<file path="src/rtl/gate_boy_pkg.sv">
// Shared types and constants for the address increment/decrement unit (IDU).
package gate_boy_pkg;

    localparam int DATA_WIDTH = 8;
    localparam logic [7:0] OAM_PAGE = 8'hFE;

    typedef enum logic [2:0] {
        IDU_NOP = 3'd0,
        INC16   = 3'd1,
        DEC16   = 3'd2,
        PASS16  = 3'd3,
        LD16    = 3'd4
    } idu_ops_t;

    typedef enum logic {
        IDLE = 1'b0,
        BUSY = 1'b1
    } idu_state_t;

    function automatic logic is_step_op(input idu_ops_t op);
        return (op == INC16) || (op == DEC16);
    endfunction

    function automatic logic is_oam_page(input logic [7:0] hi);
        return hi == OAM_PAGE;
    endfunction

endpackage

</file>
<file path="src/rtl/idu_step.sv">
// Combinational WIDTH-bit increment/decrement with wrap detection.
module idu_step #(
    parameter int WIDTH = 16
) (
    input  logic [WIDTH-1:0] i_a,
    input  logic             i_dec,
    output logic [WIDTH-1:0] o_y,
    output logic             o_wrap
);

    assign o_y    = i_dec ? (i_a - WIDTH'(1)) : (i_a + WIDTH'(1));
    assign o_wrap = i_dec ? (i_a == '0) : (i_a == '1);

endmodule

</file>
<file path="src/rtl/idu_burst.sv">
// Pointer-register IDU executing INC16/DEC16 bursts, LD16 and PASS16, one step per phi.
// Define IDU_OAM_BUG_EN to drive oam_bug; otherwise the port is tied low.
module idu_burst
    import gate_boy_pkg::*;
#(
    parameter int WIDTH     = 2 * DATA_WIDTH,
    parameter int NUM_PTR   = 4,
    parameter int CNT_WIDTH = 8,
    localparam int SEL_W    = (NUM_PTR > 1) ? $clog2(NUM_PTR) : 1
) (
    input  logic                 clk,
    input  logic                 rst_n,
    input  logic                 phi,
    input  logic                 req_valid,
    output logic                 req_ready,
    input  idu_ops_t             req_op,
    input  logic [SEL_W-1:0]     req_sel,
    input  logic [WIDTH-1:0]     req_operand,
    input  logic [CNT_WIDTH-1:0] req_count,
    input  logic                 flush,
    output logic                 res_valid,
    output logic [WIDTH-1:0]     res_addr,
    output logic                 res_last,
    output logic                 res_wrap,
    input  logic [SEL_W-1:0]     ptr_rd_sel,
    output logic [WIDTH-1:0]     ptr_rd_data,
    output logic                 oam_bug,
    output logic                 busy
);

    idu_state_t           r_state;
    idu_state_t           w_state_nxt;
    idu_ops_t             r_op;
    logic [SEL_W-1:0]     r_sel;
    logic [WIDTH-1:0]     r_operand;
    logic [CNT_WIDTH-1:0] r_rem;
    logic [WIDTH-1:0]     r_ptr [NUM_PTR];

    logic                 r_res_valid;
    logic                 r_res_last;
    logic                 r_res_wrap;
    logic [WIDTH-1:0]     r_res_addr;

    logic                 w_accept;
    logic                 w_step;
    logic                 w_sel_ok;
    logic                 w_rd_ok;
    idu_ops_t             w_op_eff;
    logic [WIDTH-1:0]     w_pre;
    logic [WIDTH-1:0]     w_post;
    logic                 w_wrap;
    logic                 w_last;
    logic                 w_wb_en;
    logic [WIDTH-1:0]     w_wb;
    logic [WIDTH-1:0]     w_res_addr;
    logic                 w_res_wrap;

    // Out-of-range selects only exist when NUM_PTR is not a power of two.
    generate
        if ((1 << SEL_W) > NUM_PTR) begin : g_sel_chk
            assign w_sel_ok = (r_sel < SEL_W'(NUM_PTR));
            assign w_rd_ok  = (ptr_rd_sel < SEL_W'(NUM_PTR));
        end else begin : g_sel_full
            assign w_sel_ok = 1'b1;
            assign w_rd_ok  = 1'b1;
        end
    endgenerate

    assign w_accept    = (r_state == IDLE) && req_valid && !flush;
    assign w_step      = (r_state == BUSY) && phi && !flush;
    assign w_op_eff    = w_sel_ok ? r_op : PASS16;
    assign w_pre       = w_sel_ok ? r_ptr[r_sel] : '0;
    assign req_ready   = (r_state == IDLE);
    assign busy        = (r_state == BUSY);
    assign ptr_rd_data = w_rd_ok ? r_ptr[ptr_rd_sel] : '0;

    idu_step #(.WIDTH(WIDTH)) u_step (
        .i_a    (w_pre),
        .i_dec  (r_op == DEC16),
        .o_y    (w_post),
        .o_wrap (w_wrap)
    );

    always_comb begin
        // NOTE: every output of this block gets a default first, so no path can infer a latch.
        w_state_nxt = r_state;
        w_last      = 1'b1;
        w_wb_en     = 1'b0;
        w_wb        = w_post;
        w_res_addr  = w_pre;
        w_res_wrap  = 1'b0;

        if (is_step_op(w_op_eff)) begin
            w_last     = (r_rem == CNT_WIDTH'(1));
            w_wb_en    = 1'b1;
            w_res_wrap = w_wrap;
        end else if (w_op_eff == LD16) begin
            w_wb_en    = 1'b1;
            w_wb       = r_operand;
            w_res_addr = r_operand;
        end

        if (r_state == IDLE) begin
            if (w_accept && (req_op != IDU_NOP)) w_state_nxt = BUSY;
        end else if (flush || (w_step && w_last)) begin
            w_state_nxt = IDLE;
        end
    end

    // NOTE: state and datapath registers use non-blocking assignments so every flop samples pre-edge values.
    always_ff @(posedge clk or negedge rst_n) begin
        if (!rst_n) r_state <= IDLE;
        else        r_state <= w_state_nxt;
    end

    always_ff @(posedge clk or negedge rst_n) begin
        if (!rst_n) begin
            r_op        <= IDU_NOP;
            r_sel       <= '0;
            r_operand   <= '0;
            r_rem       <= '0;
            r_res_valid <= 1'b0;
            r_res_last  <= 1'b0;
            r_res_wrap  <= 1'b0;
            r_res_addr  <= '0;
            // NOTE: the pointer file is architectural state that must read 0 after reset, so it is reset like any flop.
            for (int i = 0; i < NUM_PTR; i++) r_ptr[i] <= '0;
        end else begin
            r_res_valid <= w_step;
            r_res_last  <= w_step && w_last;
            r_res_wrap  <= w_step && w_res_wrap;
            r_res_addr  <= w_step ? w_res_addr : '0;

            if (w_accept) begin
                r_op      <= req_op;
                r_sel     <= req_sel;
                r_operand <= req_operand;
                r_rem     <= (req_count == '0) ? CNT_WIDTH'(1) : req_count;
            end else if (w_step) begin
                r_rem <= r_rem - CNT_WIDTH'(1);
            end

            if (w_step && w_wb_en) r_ptr[r_sel] <= w_wb;
        end
    end

    assign res_valid = r_res_valid;
    assign res_last  = r_res_last;
    assign res_wrap  = r_res_wrap;
    assign res_addr  = r_res_addr;

`ifdef IDU_OAM_BUG_EN
    logic r_oam_bug;

    always_ff @(posedge clk or negedge rst_n) begin
        if (!rst_n) r_oam_bug <= 1'b0;
        else        r_oam_bug <= w_step && is_step_op(w_op_eff) && is_oam_page(w_pre[15:8]);
    end

    assign oam_bug = r_oam_bug;
`else
    assign oam_bug = 1'b0;
`endif

endmodule

</file>
<file path="config.mk">
export PLATFORM = sky130hd
export DESIGN_NAME = idu_burst
export DESIGN_NICKNAME = d
export VERILOG_FILES = /design/src/rtl/gate_boy_pkg.sv /design/src/rtl/idu_step.sv /design/src/rtl/idu_burst.sv
export SDC_FILE = /design/constraint.sdc
export NUM_CORES = 1
export LEC_CHECK = 0
export BUFFER_PORTS_ARGS = -buffer_cell sky130_fd_sc_hd__buf_2
export CELL_PAD_IN_SITES_DETAIL_PLACEMENT = 0
export CELL_PAD_IN_SITES_GLOBAL_PLACEMENT = 1
export CORE_MARGIN = 2
export CORE_UTILIZATION = 41
export DETAILED_ROUTE_END_ITERATION = 7
export PLACE_DENSITY = 0.82
export SYNTH_ARGS = -nofsm -noshare
export SYNTH_HDL_FRONTEND = slang
export SYNTH_SLANG_ARGS = --single-unit
</file>
<file path="constraint.sdc">
create_clock -name clk -period 3.5 [get_ports clk]
set_clock_uncertainty 0.15 [all_clocks]
set_input_delay 0.35 -clock clk [delete_from_list [all_inputs] [get_ports clk]]
set_output_delay 0.35 -clock clk [all_outputs]
set_load 0.01 [all_outputs]
</file>
==> results.cfg <==
[placement]
port_buffers = 72
place_hpwl_mm = 11.7
gp_congestion = 0.910

[yosys]
synth_top_area_share_pct = 46.5
yosysMostFrequentCell = nand2_1
synth_common_cells = nand2_1, dfrtp_1, o21ai_1
ys_ff_latch = 113
synthArstFlopShare_pct = 100
synth_nets = 660
synthCells = 607
ys_seq_area_share_pct = 46.5
ys_types = 60
syn_avg_cell_area_um2 = 10.0
synth_edf_count = 0
synth_top_area_cell = dfrtp_1
synth_area_um2 = 6080
yosys_warnings = 0
netlist_top_cells_area = dfrtp_1, mux4_2, nand2_1, o21ai_1, ha_1
synthFlopType = dfrtp_1

[sta]
finalSetupViolCount = 0
maxSlewHeadroom_pct = 22.8
setup-tns-final_ns = 0
tightest_slew_ns = 1.16
finalHoldViolCount = 0
rsz0062_at_grt = no
layout_min_cycle_time_ns = 3.39
fin_crit_sh_pct = 96.9
maxSlewViolCount = 0
max_freq_mhz = 295

[layout]
drive_gt1_share_pct = 26.1
fillers = 1321
area_delta_synth_final_pct = 26.2
nets = 767
insertedDiodeCount = 0

[detailed_routing]
drt_iter0_drc = 410
dr.pass1.iters = 4
vias = 5115
ant_nets = 0
drc = 0
finalWirelength_mm = 16.6
avgViaCountPerCell = 5.61
routedWlPerCell_um = 18.2

[clocking]
cts_made_buffers = 17
clk_pin_slew_ns = 0.05
clockBufferDepth = 2
cts.sink_count = 113
cts_max_level = 4
cts-root-buf = clkbuf_16
cts_tree = yes
clkLatencyLatePin_ns = 0.42

[floorplan]
die_h_um = 126
core_area_um2 = 14500
initial_core_util_pct = 41.8
num_rows = 44
die_w_um = 126
die_area_um2 = 15800
io_pins = 74

[power_and_ir_drop]
peakVddDrop_uv = 390
p_leak_nw = 3.60
power_density_nw_per_um2 = 718
finalPower_mw = 5.51

[setup_path]
path_common_cell = a31oi_1
critical_path.max_fanout = 5
slowest_delay_ns = 0.56
cp-start-kind = flip-flop
cp.required_ns = 3.60
path_class = reg -> reg
endpoint_kind = flip-flop
cp.arrival_ns = 3.49
slowest_stage = mux4_2
path_cells = mux4_2 > fa_1 > a21o_1 > a311o_1 > a31oi_1 > buf_4 > a211oi_1 > a31oi_1 > o2111a_2 > o21ai_1

[global_routing]
antenna_found_initial = 0
grt_overflow = 0
grt_pass1_vias = 5224
gr-usage-all-layers_pct = 21.8
grt_first_pass_wirelength_mm = 27.0
grt_max_degree = 92

[hold_path]
hp-class = in -> async

[flow_run]
maxCapViolCount = 0

[run_status]
status = completed
[layout make-up]
class / count / area, um2 / share of cell area, %
Clock buffer: 22 / 464 / 6.05
Sequential cell: 113 / 2830 / 36.8
Clock inverter: 10 / 205 / 2.67
Multi-Input combinational cell: 447 / 3090 / 40.3
Tap cell: 184 / 230 / 3.00
Inverter: 11 / 41.3 / 0.538
Timing Repair Buffer: 124 / 813 / 10.6
[power breakdown]
part	internal [mW]	switching (mW)	total, mW
clock	1.37	0.601	1.97
sequential	1.58	0.214	1.79
combinational	0.793	0.958	1.75
[per-stage QoR]
stage	setup WS, ns	hold slack (ns)	instances	instance area [um2]	utilization [%]
finish	0.109	0.00510	911	7680	52.8
global route	0.000920	0.0200	911	7680	52.8
CTS	0.0420	0.00105	911	7650	52.6
detailed placement	0.0749	0.312	860	6790	46.7
global placement	0.0173	0.311	860	6790	46.7
floorplan	0.00821	-0.0956	607	6080	-
[per-layer routing]
metal / global-route usage (%) / vias to the layer above / wire [um]
met5: 0 / - / 0
met4: 7.76 / 0 / 278
met3: 4.89 / 20 / 871
met2: 33.8 / 160 / 7740
met1: 30.4 / 2537 / 7670
li1: - / 2398 / -
[flip-flops by register name, summed over array words and instances (netlist names)]
name,cells
busy,1
r_op,3
r_operand,16
r_ptr,64
r_rem,8
r_sel,2
res_addr,16
res_last,1
res_valid,1
res_wrap,1
[path summary, 6_finish.rpt]
path	from	to	slack, ns	cells after the start
min	rst_n	r_ptr[38]	0.005	1
min in group clk	req_sel[0]	r_sel[0]	0.02	3
max	r_sel[0]	r_ptr[14]	0.11	10
max reg2reg	r_sel[0]	r_ptr[14]	0.11	10
max in group asynchronous	rst_n	res_addr[14]	2.31	2
min reg2reg	r_operand[2]	r_operand[2]	0.33	2
[kinds of logic after synthesis]
| family | share of synthesized area (%) |
|---|---|
| other | 0.0617 |
| flip-flops | 46.5 |
| AND/OR/NAND/NOR | 16.1 |
| XOR/XNOR | 1.87 |
| AO/OA/AOI/OAI | 14.3 |
| buffers and inverters | 3.19 |
| adder cells (fa/ha/maj) | 3.62 |
| multiplexers | 14.4 |
[repair_timing]
action                     CTS  global route
setup buffers                0             0
setup endpoints to repair    0            26
resized for setup            0             8
hold buffers                19             0
hold endpoints to repair    19             0
[layout by cell type (no fill, tap or decap), drive strengths merged, types with 2 or more instances in the layout]
cell type,netlist,routed
mux4,31,31
a21o,2,2
a211o,2,2
dfrtp,113,113
nand2b,2,2
clkinv,0,2
nor4,7,7
a31oi,6,6
a21boi,9,9
nor3,11,11
bufinv,0,6
a221o,3,3
xnor2,9,9
mux2i,3,3
o221ai,2,2
a211oi,5,5
inv,11,11
clkinvlp,0,2
xor2,4,4
mux2,13,13
o21a,5,5
and3,3,3
nand2,164,164
or3,5,5
nor2,15,15
a21oi,29,29
o21ai,61,61
o31ai,6,6
buf,7,105
o211ai,2,2
o311ai,2,2
clkbuf,29,22
nand3b,2,2
dlygate4sd3,0,19
ha,16,16
nand4,5,5
nand3,7,7
[critical path: cells and delay by family (launching register included)]
| family | cells | cell delay (ns) |
|---|---|---|
| fa+ha+maj | 1 | 0.46 |
| compound gates | 7 | 1.46 |
| flops | 1 | 0.42 |
| buf+inv | 1 | 0.18 |
| mux | 1 | 0.56 |
(Power assumes the default switching activity.)
